==> config.mk <==
export PLATFORM = sky130hd
export DESIGN_NAME = seven_seg_to_bin
export DESIGN_NICKNAME = d
export VERILOG_FILES = /design/src/rtl/seven_seg_to_bin_pkg.sv /design/src/rtl/seven_seg_to_bin_seg_to_digit.sv /design/src/rtl/seven_seg_to_bin.sv
export SDC_FILE = /design/constraint.sdc
export NUM_CORES = 1
export LEC_CHECK = 0
export CELL_PAD_IN_SITES_DETAIL_PLACEMENT = 1
export CELL_PAD_IN_SITES_GLOBAL_PLACEMENT = 2
export CORE_MARGIN = 1.5
export CORE_UTILIZATION = 23
export CTS_CLUSTER_SIZE = 14
export DETAILED_ROUTE_END_ITERATION = 10
export PLACE_DENSITY_LB_ADDON = 0.08
export SYNTH_ARGS = -nofsm -noshare
export SYNTH_HDL_FRONTEND = slang
export SYNTH_SLANG_ARGS = --single-unit
==> constraint.sdc <==
create_clock -name i_clk -period 8.2 [get_ports i_clk]
set_clock_uncertainty 0.1 [all_clocks]
set_input_delay 2.46 -clock i_clk [delete_from_list [all_inputs] [get_ports i_clk]]
set_output_delay 2.46 -clock i_clk [all_outputs]
set_load 0.05 [all_outputs]
==> src/rtl/seven_seg_to_bin_pkg.sv <==
// Shared constants and types for the seven-segment pair decoder.
// Segment patterns are active-low, bit 0 = top ... bit 6 = middle.
package seven_seg_to_bin_pkg;

    localparam int SEG_W = 7;

    localparam logic [SEG_W-1:0] SEG_0     = 7'b1000000;
    localparam logic [SEG_W-1:0] SEG_1     = 7'b1111001;
    localparam logic [SEG_W-1:0] SEG_2     = 7'b0100100;
    localparam logic [SEG_W-1:0] SEG_3     = 7'b0110000;
    localparam logic [SEG_W-1:0] SEG_4     = 7'b0011001;
    localparam logic [SEG_W-1:0] SEG_5     = 7'b0010010;
    localparam logic [SEG_W-1:0] SEG_6     = 7'b0000010;
    localparam logic [SEG_W-1:0] SEG_7     = 7'b1011000;
    localparam logic [SEG_W-1:0] SEG_8     = 7'b0000000;
    localparam logic [SEG_W-1:0] SEG_9     = 7'b0010000;
    localparam logic [SEG_W-1:0] SEG_BLANK = 7'b1111111;

    typedef enum logic [1:0] {
        S_TEN,
        S_ONE,
        S_OUT
    } state_e;

endpackage

==> src/rtl/seven_seg_to_bin_seg_to_digit.sv <==
// Combinational decode of one active-low segment pattern.
// Blank is reported as legal; callers decide what blank means.
module seg_to_digit
    import seven_seg_to_bin_pkg::*;
(
    input  logic [SEG_W-1:0] i_seg,
    output logic [3:0]       o_digit,
    output logic             o_blank,
    output logic             o_legal
);

    // Map pattern to digit value, flag blank and unknown patterns.
    always_comb begin
        o_digit = 4'd0;
        o_blank = 1'b0;
        o_legal = 1'b1;
        case (i_seg)
            SEG_0:     o_digit = 4'd0;
            SEG_1:     o_digit = 4'd1;
            SEG_2:     o_digit = 4'd2;
            SEG_3:     o_digit = 4'd3;
            SEG_4:     o_digit = 4'd4;
            SEG_5:     o_digit = 4'd5;
            SEG_6:     o_digit = 4'd6;
            SEG_7:     o_digit = 4'd7;
            SEG_8:     o_digit = 4'd8;
            SEG_9:     o_digit = 4'd9;
            SEG_BLANK: o_blank = 1'b1;
            default:   o_legal = 1'b0;
        endcase
    end

endmodule

==> src/rtl/seven_seg_to_bin.sv <==
// Collects a tens/ones digit pair and emits a saturated binary value.
// Result is held until the consumer takes it; no bypass from output.
module seven_seg_to_bin
    import seven_seg_to_bin_pkg::*;
#(
    parameter int MAX_VAL = 31,
    parameter int VAL_W   = 5
) (
    input  logic             i_clk,
    input  logic             i_rst,
    input  logic [SEG_W-1:0] i_seg,
    input  logic             i_seg_valid,
    output logic             o_seg_ready,
    output logic [VAL_W-1:0] o_val,
    output logic             o_val_valid,
    input  logic             i_val_ready,
    output logic             o_err,
    output logic             o_ovf
);

    state_e           state_q, state_d;
    logic [3:0]       tens_q, tens_d;
    logic             err_q, err_d;
    logic [VAL_W-1:0] val_q, val_d;
    logic             vv_q, vv_d;
    logic             oerr_q, oerr_d;
    logic             ovf_q, ovf_d;

    logic [3:0]       dig;
    logic             blank;
    logic             legal;
    logic             seg_hs;
    logic [6:0]       sum;
    logic             pair_err;

    seg_to_digit u_dec (
        .i_seg   (i_seg),
        .o_digit (dig),
        .o_blank (blank),
        .o_legal (legal)
    );

    assign o_seg_ready = (state_q != S_OUT);
    assign seg_hs      = i_seg_valid && o_seg_ready;
    assign o_val       = val_q;
    assign o_val_valid = vv_q;
    assign o_err       = oerr_q;
    assign o_ovf       = ovf_q;

    // Full-width sum so saturation sees the true value.
    assign sum = ({3'b000, tens_q} * 7'd10) + {3'b000, dig};
    assign pair_err = err_q || !legal || blank;

    // Next-state and next-result logic for the pair FSM.
    always_comb begin
        state_d = state_q;
        tens_d  = tens_q;
        err_d   = err_q;
        val_d   = val_q;
        vv_d    = vv_q;
        oerr_d  = oerr_q;
        ovf_d   = ovf_q;
        case (state_q)
            S_TEN: begin
                if (seg_hs) begin
                    tens_d  = dig;
                    err_d   = !legal;
                    state_d = S_ONE;
                end
            end
            S_ONE: begin
                if (seg_hs) begin
                    state_d = S_OUT;
                    vv_d    = 1'b1;
                    err_d   = pair_err;
                    if (pair_err) begin
                        oerr_d = 1'b1;
                        ovf_d  = 1'b0;
                        val_d  = '0;
                    end else if (int'(sum) > MAX_VAL) begin
                        oerr_d = 1'b0;
                        ovf_d  = 1'b1;
                        val_d  = VAL_W'(MAX_VAL);
                    end else begin
                        oerr_d = 1'b0;
                        ovf_d  = 1'b0;
                        val_d  = VAL_W'(sum);
                    end
                end
            end
            S_OUT: begin
                if (i_val_ready) begin
                    state_d = S_TEN;
                    vv_d    = 1'b0;
                    err_d   = 1'b0;
                end
            end
            default: state_d = S_TEN;
        endcase
    end

    // State and output registers with synchronous reset.
    always_ff @(posedge i_clk) begin
        if (i_rst) begin
            state_q <= S_TEN;
            tens_q  <= 4'd0;
            err_q   <= 1'b0;
            val_q   <= '0;
            vv_q    <= 1'b0;
            oerr_q  <= 1'b0;
            ovf_q   <= 1'b0;
        end else begin
            state_q <= state_d;
            tens_q  <= tens_d;
            err_q   <= err_d;
            val_q   <= val_d;
            vv_q    <= vv_d;
            oerr_q  <= oerr_d;
            ovf_q   <= ovf_d;
        end
    end

endmodule
# After elaboration in Yosys (flattened, before gate mapping)
# Index checks and enable logic that the tools add are counted.
[totals] register_bits=15 input_bits=11 out_inout_bits=9 word_cells=58
[op_classes] add_sub_neg=1 n_mul=1 magnitude_cmp=1 n_eq_ne=16 n_mux=18 n_reduce_logical=14
[op_table] op="$pmux W4 S9" count=1
[op_table] op="$eq A7 B7 Y1 const B" count=4
[op_table] op="$eq A7 B5 Y1 const B" count=3
[op_table] op="$eq A7 B6 Y1 const B" count=2
[op_table] op="$reduce_or A11 Y1" count=1
[op_table] op="$mux W5" count=2
[op_table] op="$mux W1" count=9
[op_table] op="$ne A2 B2 Y1 const B" count=4
[op_table] op="$add A7 B4 Y7" count=1
[op_table] op="$eq A7 B2 Y1 const B" count=1
[op_table] op="$gt A7 B5 Y1 const B" count=1
[op_table] op="$logic_not A7 Y1" count=1
[op_table] op="$mul A4 B3 Y6 const B" count=1
[op_table] op="$mux W2" count=3
[op_table] op="$pmux W2 S3" count=1
[op_table] op="$reduce_and A3 Y1" count=2
[op_table] op="$reduce_and A2 Y1" count=2
[op_table] op="$reduce_and A4 Y1" count=1
[op_table] op="$pmux W1 S3" count=1
[op_table] op="$reduce_bool A3 Y1" count=1
[op_table] op="$eq A2 B1 Y1 const B" count=1
[op_table] op="$eq A2 B2 Y1 const B" count=1
[op_table] op="$logic_not A2 Y1" count=1
[op_table] op="$logic_or A1 B1 Y1" count=2
[op_table] op="other kinds (4)" count=4

# Depth between registers and ports, before layout
# Gate-level depths: netlist (run 1).
[depth] word_depth=8 depth_mapped=12 depth_no_buf=11

# By module
# Synthesis (run 1) repeated with hierarchy kept, for this count alone.
[unflattened] hier_cells=128 hier_area_um2=1083.5
[by_module_without_submodules] module="seven_seg_to_bin" instances=1 cells_per_inst=93 area_each_um2=880.8 seq_area_each_um2=300.3
[by_module_without_submodules] module="seg_to_digit" instances=1 cells_per_inst=35 area_each_um2=202.7 seq_area_each_um2=0.0

# Least setup slack after synthesis (run 1)
# OpenSTA, ideal clock, no wires.
[synth_path] kind="input-to-reg" startpoint="input i_seg[1]" endpoint="register val_q[0], in the netlist o_val[0]" setup_time_ps=141 arrival_ps=4522 required_ps=7959 setup_slack_ps=3437 cell_stages=10 cell_sequence="buf_2 -> or3b_1 -> a21oi_1 -> o21a_1 -> ha_1 -> a21o_1 -> a21oi_1 -> a31oi_1 -> o22ai_1 -> a221oi_1"
[synth_via] elab_cells_between_ends=22 classes_between="1 x add/sub; 1 x order compare; 10 x eq/ne; 5 x mux; 5 x reduce/logical"
[synth_lines] element="start: declaration" line_no="seven_seg_to_bin.sv:11" source="input logic [SEG_W-1:0] i_seg,"
[synth_lines] element="$eq A7 B5 Y1, or another cell as far along" line_no="seven_seg_to_bin_seg_to_digit.sv:17" source="case (i_seg)"
[synth_lines] element="$pmux W4 S9 *" line_no="seven_seg_to_bin_seg_to_digit.sv:17"
[synth_lines] element="named net dig[2]" line_no="seven_seg_to_bin.sv:29" source="logic [3:0] dig;"
[synth_lines] element="$add A7 B4 Y7 *" line_no="seven_seg_to_bin.sv:51" source="assign sum = ({3'b000, tens_q} * 7'd10) + {3'b000, dig};"
[synth_lines] element="$gt A7 B5 Y1 *" line_no="seven_seg_to_bin.sv:80" source="end else if (int'(sum) > MAX_VAL) begin"
[synth_lines] element="$mux W5 *" line_no="seven_seg_to_bin.sv:80"
[synth_lines] element="$mux W5 *" line_no="seven_seg_to_bin.sv:76" source="if (pair_err) begin"
[synth_lines] element="end signal: assignment" line_no="seven_seg_to_bin.sv:116" source="val_q <= val_d;"
[synth_lines] element="end: declaration" line_no="seven_seg_to_bin.sv:24" source="logic [VAL_W-1:0] val_q, val_d;"
# Mark *: on every way through the listed nets, which the timed path passes. The rest lies on a longest branch.
# A chain may end at the register's enable or synchronous reset.

# Final worst setup path (run 1)
[layout_path] startpoint="input i_seg[3]" endpoint="register val_q[0], in the netlist o_val[0]"
# Same word-level chain as after synthesis.

==> impl_metrics.py, run 1 <==
metrics = {
    "timing": {
        "slew_viol_final": 0,
        "fin_tns_setup_ns": 0,
        "fmax_mhz": 183,
        "setup_viol": 0,
        "maxSlewHeadroom_pct": 57.4,
        "max_slew.worst_pin.slew_ns": 0.637,
        "period_share_pct": 66.6,
        "fin_crit_ns": 5.46,
        "timing_hold_violations_final": 0,
        "rsz0062_at_grt": "false",
    },
    "worst_hold_path": {
        "min_delay_worst_endpoint": "o_val_valid",
        "min-delay-start": "o_val_valid",
        "hp-class": "reg -> reg",
        "whs_path_depth": 2,
    },
    "clocking": {
        "postCtsSetupRepairBufs": 0,
        "cts_hold_buf": 0,
        "insertion_delay_ns": 0.25,
        "clk_pin_slew_worst_paths_ns": 0.07,
        "h-tree-depth": 1,
        "clock-sinks": 15,
        "cts_buffers": 3,
        "cts_root_buffer": "clkbuf_8",
        "clockBufferDepth": 2,
        "cts_tree": "built",
        "cts-resized-gates": 0,
    },
    "floorplan": {
        "die_h_um": 72.8,
        "core_area_sq_um": 4690,
        "die_w_um": 72.8,
        "initial_utilization_pct": 23.9,
        "dieArea_sq_um": 5300,
        "io_pins": 20,
        "rows": 25,
    },
    "logic_synthesis": {
        "synth_flop_cell": "dfxtp_1",
        "yosysTopAreaCellShare_pct": 26.8,
        "synth.ff_latch_count": 15,
        "syn_inst": 135,
        "synth_edf_count": 0,
        "synth.distinct_cells": 44,
        "syn_area_per_cell_sq_um": 8.29,
        "syn-num-nets": 157,
        "yosys.area.top_type": "dfxtp_1",
        "async_reset_ff_share_pct": 0,
        "synthTopCellsByArea": "dfxtp_1, ha_1, a21oi_1",
        "ys_warn_count": 0,
        "syn_area_sq_um": 1120,
        "yosysSeqAreaShare_pct": 26.8,
    },
    "setup_path": {
        "r2r_cells": 7,
        "worstPathRequired_ns": 8.20,
        "cp-end-kind": "flop",
        "cp_max_fo": 12,
        "cp-start-kind": "primary input",
        "r2r_end": "o_val[0]",
        "r2r_start": "tens_q[1]",
        "worstSetupPathType": "in -> reg",
        "rrSetupSlack_ns": 5.65,
        "arrival_ns": 5.46,
    },
    "detailed_routing": {
        "drt_iter0_drc": 12,
        "vias_per_cell": 5.21,
        "drc": 0,
        "first_pass_iters": 4,
        "drtAntennaViolNets": 0,
        "num_vias": 1057,
        "drt-total-wl_mm": 3.02,
        "routedWlPerCell_um": 14.9,
    },
    "place": {
        "gp_congestion": 0.801,
        "portBuffers": 19,
        "dpl.hpwl_mm": 2.38,
    },
    "global_route": {
        "grt_pass1_wl_mm": 5.12,
        "grt_usage_pct": 12.5,
        "grt_pass1_vias": 1064,
        "overflow": 0,
        "antenna_found_initial": 0,
        "grt_max_degree": 18,
    },
    "cells_and_area": {
        "utilization_pct": 29.2,
        "nets": 172,
        "diodes": 0,
        "drive_above_1_share_pct": 6.04,
        "syn2layout_area_growth_pct": 22.2,
    },
    "flow_run": {
        "cap_violations": 0,
    },
    "power_and_ir_drop": {
        "peakVddDrop_mv": 0.0409,
        "p_leak_nw": 0.515,
        "power.density_nw_per_um2": 137,
    },
    "run_status": {
        "status": "completed",
    },
}
[worst max path at each step]
stage                  start        to  slack (ns)  cells after the start
finish              i_seg[3]  o_val[0]        2.74                     10
CTS                 i_seg[1]  o_val[0]        2.73                     10
floorplan           i_seg[1]  o_val[0]        3.44                     10
detailed placement  i_seg[3]  o_val[0]        2.48                     10
global placement    i_seg[0]  o_val[0]        2.58                     10
global route        i_seg[0]  o_val[0]        2.50                     10
[where the power goes]
| group | internal, mW | switching, mW | total, mW | leakage [nW] |
|---|---|---|---|---|
| combinational | 0.0183 | 0.0266 | 0.0449 | 0.368 |
| sequential | 0.0763 | 0.00283 | 0.0791 | 0.122 |
| clock | 0.0337 | 0.0291 | 0.0628 | 0.0255 |
| total | 0.128 | 0.0586 | 0.187 | 0.515 |
[metrics by stage]
stage	setup slack, ns	instance area (sq um)	hold WS, ns	total power [mW]	instances
after floorplan	3.44	1120	0.353	0.113	135
after global placement	2.58	1320	0.354	0.125	199
after detailed placement	2.48	1320	0.363	0.126	199
after CTS	2.73	1370	0.373	0.189	203
after global routing	2.50	1370	0.414	0.197	203
final	2.74	1370	0.367	0.187	203
[worst max-delay path: stages]
cell and delay, ns:
clkdlybuf4s50_1 0.59, or3b_1 0.44, a21oi_1 0.14, o21a_1 0.32, ha_1 0.30, a21o_1 0.16
a21oi_1 0.27, a31oi_1 0.13, o22ai_1 0.47, a221oi_1 0.17
[state kept, by name, summed over array words and instances (netlist names)]
name,cells
o_val,5
tens_q,4
state_q,2
err_q,1
o_err,1
o_ovf,1
o_val_valid,1
[cell families (layout without fill, tap and decap cells)]
group                      after synthesis  in the layout  share of synthesized area, %
AOI/OAI and AO/OA                       39             39                          25.0
xor gates and xnor gates                 4              4                          3.13
adders and majority gates               11             11                          13.6
buffers and inverters                   14             28                          6.59
DFF                                     15             15                          26.8
muxes                                    2              2                          1.79
and+or+nand+nor                         50             50                          23.0
[layout make-up]
class	instances	area [sq um]
Fill cell	566	3320
Multi-Input combinational cell	106	746
Sequential cell	15	300
Timing Repair Buffer	19	190
Tap cell	54	67.6
Clock buffer	3	41.3
Inverter	5	18.8
Clock inverter	1	5.00
[routing by layer]
| metal | up-vias | track usage (%) | share of wire, % |
|---|---|---|---|
| li1 | 524 | - | - |
| met1 | 513 | 16.4 | 47 |
| met2 | 15 | 20.5 | 48 |
| met3 | 5 | 1.80 | 2.6 |
| met4 | 0 | 5.24 | 1.8 |
| met5 | - | 0 | 0 |
[Yosys cell counts (all sizes together) (2+ instances only)]
cell type	instances
a21o	2
a21oi	13
a221oi	5
and2	5
buf	5
clkbuf	4
dfxtp	15
fa	2
ha	9
inv	5
mux2i	2
nand2	10
nand3	6
nand3b	2
nor2	13
nor2b	2
nor3	4
o21ai	5
o22ai	2
o31ai	2
xor2	3
[cells in the final DEF (no fill, tap or decap), types with 3 or more instances in the layout]
| cell | synthesis | routed |
|---|---|---|
| nand2_1 | 10 | 10 |
| inv_1 | 5 | 5 |
| clkdlybuf4s50_1 | 0 | 19 |
| o21ai_0 | 5 | 5 |
| a21oi_1 | 13 | 13 |
| and2_1 | 4 | 4 |
| dfxtp_1 | 15 | 15 |
| nor3_1 | 4 | 4 |
| nand3_1 | 6 | 6 |
| clkbuf_8 | 0 | 3 |
| xor2_1 | 3 | 3 |
| ha_1 | 9 | 9 |
| nor2_1 | 13 | 13 |
| a221oi_1 | 5 | 5 |
Note: power is estimated with default switching activity, not from simulation.
==> inputs of run 2 (changes only) <==
==> constraint.sdc (replaced) <==
create_clock -name i_clk -period 4.5 [get_ports i_clk]
set_clock_uncertainty 0.1 [all_clocks]
set_input_delay 1.35 -clock i_clk [delete_from_list [all_inputs] [get_ports i_clk]]
set_output_delay 1.35 -clock i_clk [all_outputs]
set_load 0.05 [all_outputs]
==> impl_metrics.py, run 2 (same netlist as run 1, synthesis figures left out) <==
metrics = {
    "run_status": {
        "status": "completed",
    },
    "detailed_routing": {
        "drc": 0,
        "num_vias": 1065,
        "drt-total-wl_mm": 2.93,
        "first_pass_iters": 4,
        "vias_per_cell": 5.07,
        "drt_iter0_drc": 31,
        "drtAntennaViolNets": 0,
        "routedWlPerCell_um": 14.0,
    },
    "setup_path": {
        "path_cells": "clkdlybuf4s50_1 -> nand3_1 -> nor2_1 -> a21oi_1 -> o31ai_1 -> ha_1 -> fa_1 -> a21o_1 -> a21oi_1 -> a31oi_1 -> o22ai_1 -> buf_4 -> a221oi_1",
        "rrSetupSlack_ns": 2.03,
        "worstSetupPathType": "in -> reg",
        "cp_max_fo": 10,
        "arrival_ns": 4.00,
        "cp-end-kind": "flop",
        "cp-start-kind": "primary input",
        "worstPathRequired_ns": 4.55,
        "cpPeakStageDelay_ns": 0.66,
        "critPathMostFrequentCell": "a21oi_1",
        "slowest_stage": "clkdlybuf4s50_1",
    },
    "global_route": {
        "antenna_found_initial": 0,
        "overflow": 0,
        "grt_pass1_wl_mm": 4.98,
        "grt_max_degree": 18,
        "grt_pass1_vias": 1064,
        "grt_usage_pct": 11.9,
    },
    "cells_and_area": {
        "syn2layout_area_growth_pct": 26.9,
        "largest_reg_flops": 5,
        "diodes": 0,
        "layout_commonest_cell": "clkdlybuf4s50_1",
        "final_cell_mix": "clkdlybuf4s50_1, dfxtp_1, nor2_1, a21oi_1, nand2_1",
        "layout.cells.non_filler": 210,
        "drive_above_1_share_pct": 10.3,
        "multi_input_area_sq_um": 746,
        "fillers": 559,
        "seqCellArea_sq_um": 300,
        "nets": 179,
    },
    "place": {
        "dpl_worst_slack_ns": 0.305,
        "dpl.cell_count": 206,
        "dpl.hpwl_mm": 2.32,
        "gp_congestion": 0.705,
        "portBuffers": 19,
    },
    "timing": {
        "max_slew.worst_pin.slew_ns": 0.627,
        "rsz0062_at_grt": "false",
        "maxSlewHeadroom_pct": 58.1,
        "period_share_pct": 87.9,
        "setup_viol": 0,
        "slew_viol_final": 0,
        "timing_hold_violations_final": 0,
        "fin_tns_setup_ns": 0,
        "fin_crit_ns": 3.95,
        "fmax_mhz": 253,
        "worst_slack_ns": 0.547,
        "hold_slack_ns": 0.373,
    },
    "clocking": {
        "h-tree-depth": 1,
        "cts_tree": "built",
        "insertion_delay_ns": 0.25,
        "cts_hold_buf": 0,
        "postCtsSetupRepairBufs": 0,
        "clockBufferDepth": 2,
        "cts_root_buffer": "clkbuf_8",
        "clk_pin_slew_worst_paths_ns": 0.07,
        "cts-resized-gates": 0,
        "clock-sinks": 15,
        "cts_buffers": 3,
    },
    "worst_hold_path": {
        "hp-class": "reg -> reg",
    },
    "power_and_ir_drop": {
        "p_leak_nw": 0.549,
        "peakVddDrop_mv": 0.0947,
        "power.density_nw_per_um2": 241,
    },
    "floorplan": {
        "core_area_sq_um": 4690,
        "die_h_um": 72.8,
        "io_pins": 20,
        "rows": 25,
        "die_w_um": 72.8,
        "dieArea_sq_um": 5300,
        "initial_utilization_pct": 23.9,
    },
    "flow_run": {
        "cap_violations": 0,
    },
}
-- run 2: changes by cell type in the layout (fill, tap and decap cells not counted) --
cell / before / now
buf_4: 0 / 7
-- run 2: per-layer routing --
layer / up-vias / track usage (%) / share of wire, %
li1: 539 / - / -
met4: 0 / 3.77 / 0.65
met3: 2 / 1.66 / 1.9
met5: - / 0 / 0
met1: 510 / 16.7 / 50
met2: 14 / 18.9 / 47
-- run 2: where the power goes --
part / internal (mW) / switching [mW]
clock network: 0.0614 / 0.0517
logic: 0.0361 / 0.0489
registers: 0.139 / 0.00551
total: 0.236 / 0.106
-- run 2: per-stage QoR --
step / power (mW) / util (%) / area [sq um]
after floorplan: 0.205 / - / 1120
after global placement: 0.232 / 29.3 / 1380
after detailed placement: 0.233 / 29.3 / 1380
after CTS: 0.346 / 30.3 / 1420
after global routing: 0.361 / 30.3 / 1420
final: 0.342 / 30.3 / 1420
-- run 2: worst max-delay path, delay by kind of cell --
kind	cells	cell delay (ns)
adder cells (fa/ha/maj)	2	0.46
buffers and inverters	2	0.83
AND/OR/NAND/NOR	2	0.27
AO/OA/AOI/OAI	7	1.09
-- run 2: path summary, 6_finish.rpt --
path,from,end,depth (start not counted)
max,i_seg[4],o_val[2],13
min,o_val_valid,o_val_valid,2
max reg2reg,tens_q[1],o_val[2],8
min reg2reg,o_val_valid,o_val_valid,2
-- run 2: final cells by class --
| cell class | count | share of cell area [%] |
|---|---|---|
| timing repair buffer | 26 | 17.1 |
| clock buffer | 3 | 2.90 |
| inverter | 5 | 1.32 |
| multi-input combinational | 106 | 52.5 |
| sequential | 15 | 21.1 |
| clock inverter | 1 | 0.352 |
| tap | 54 | 4.75 |
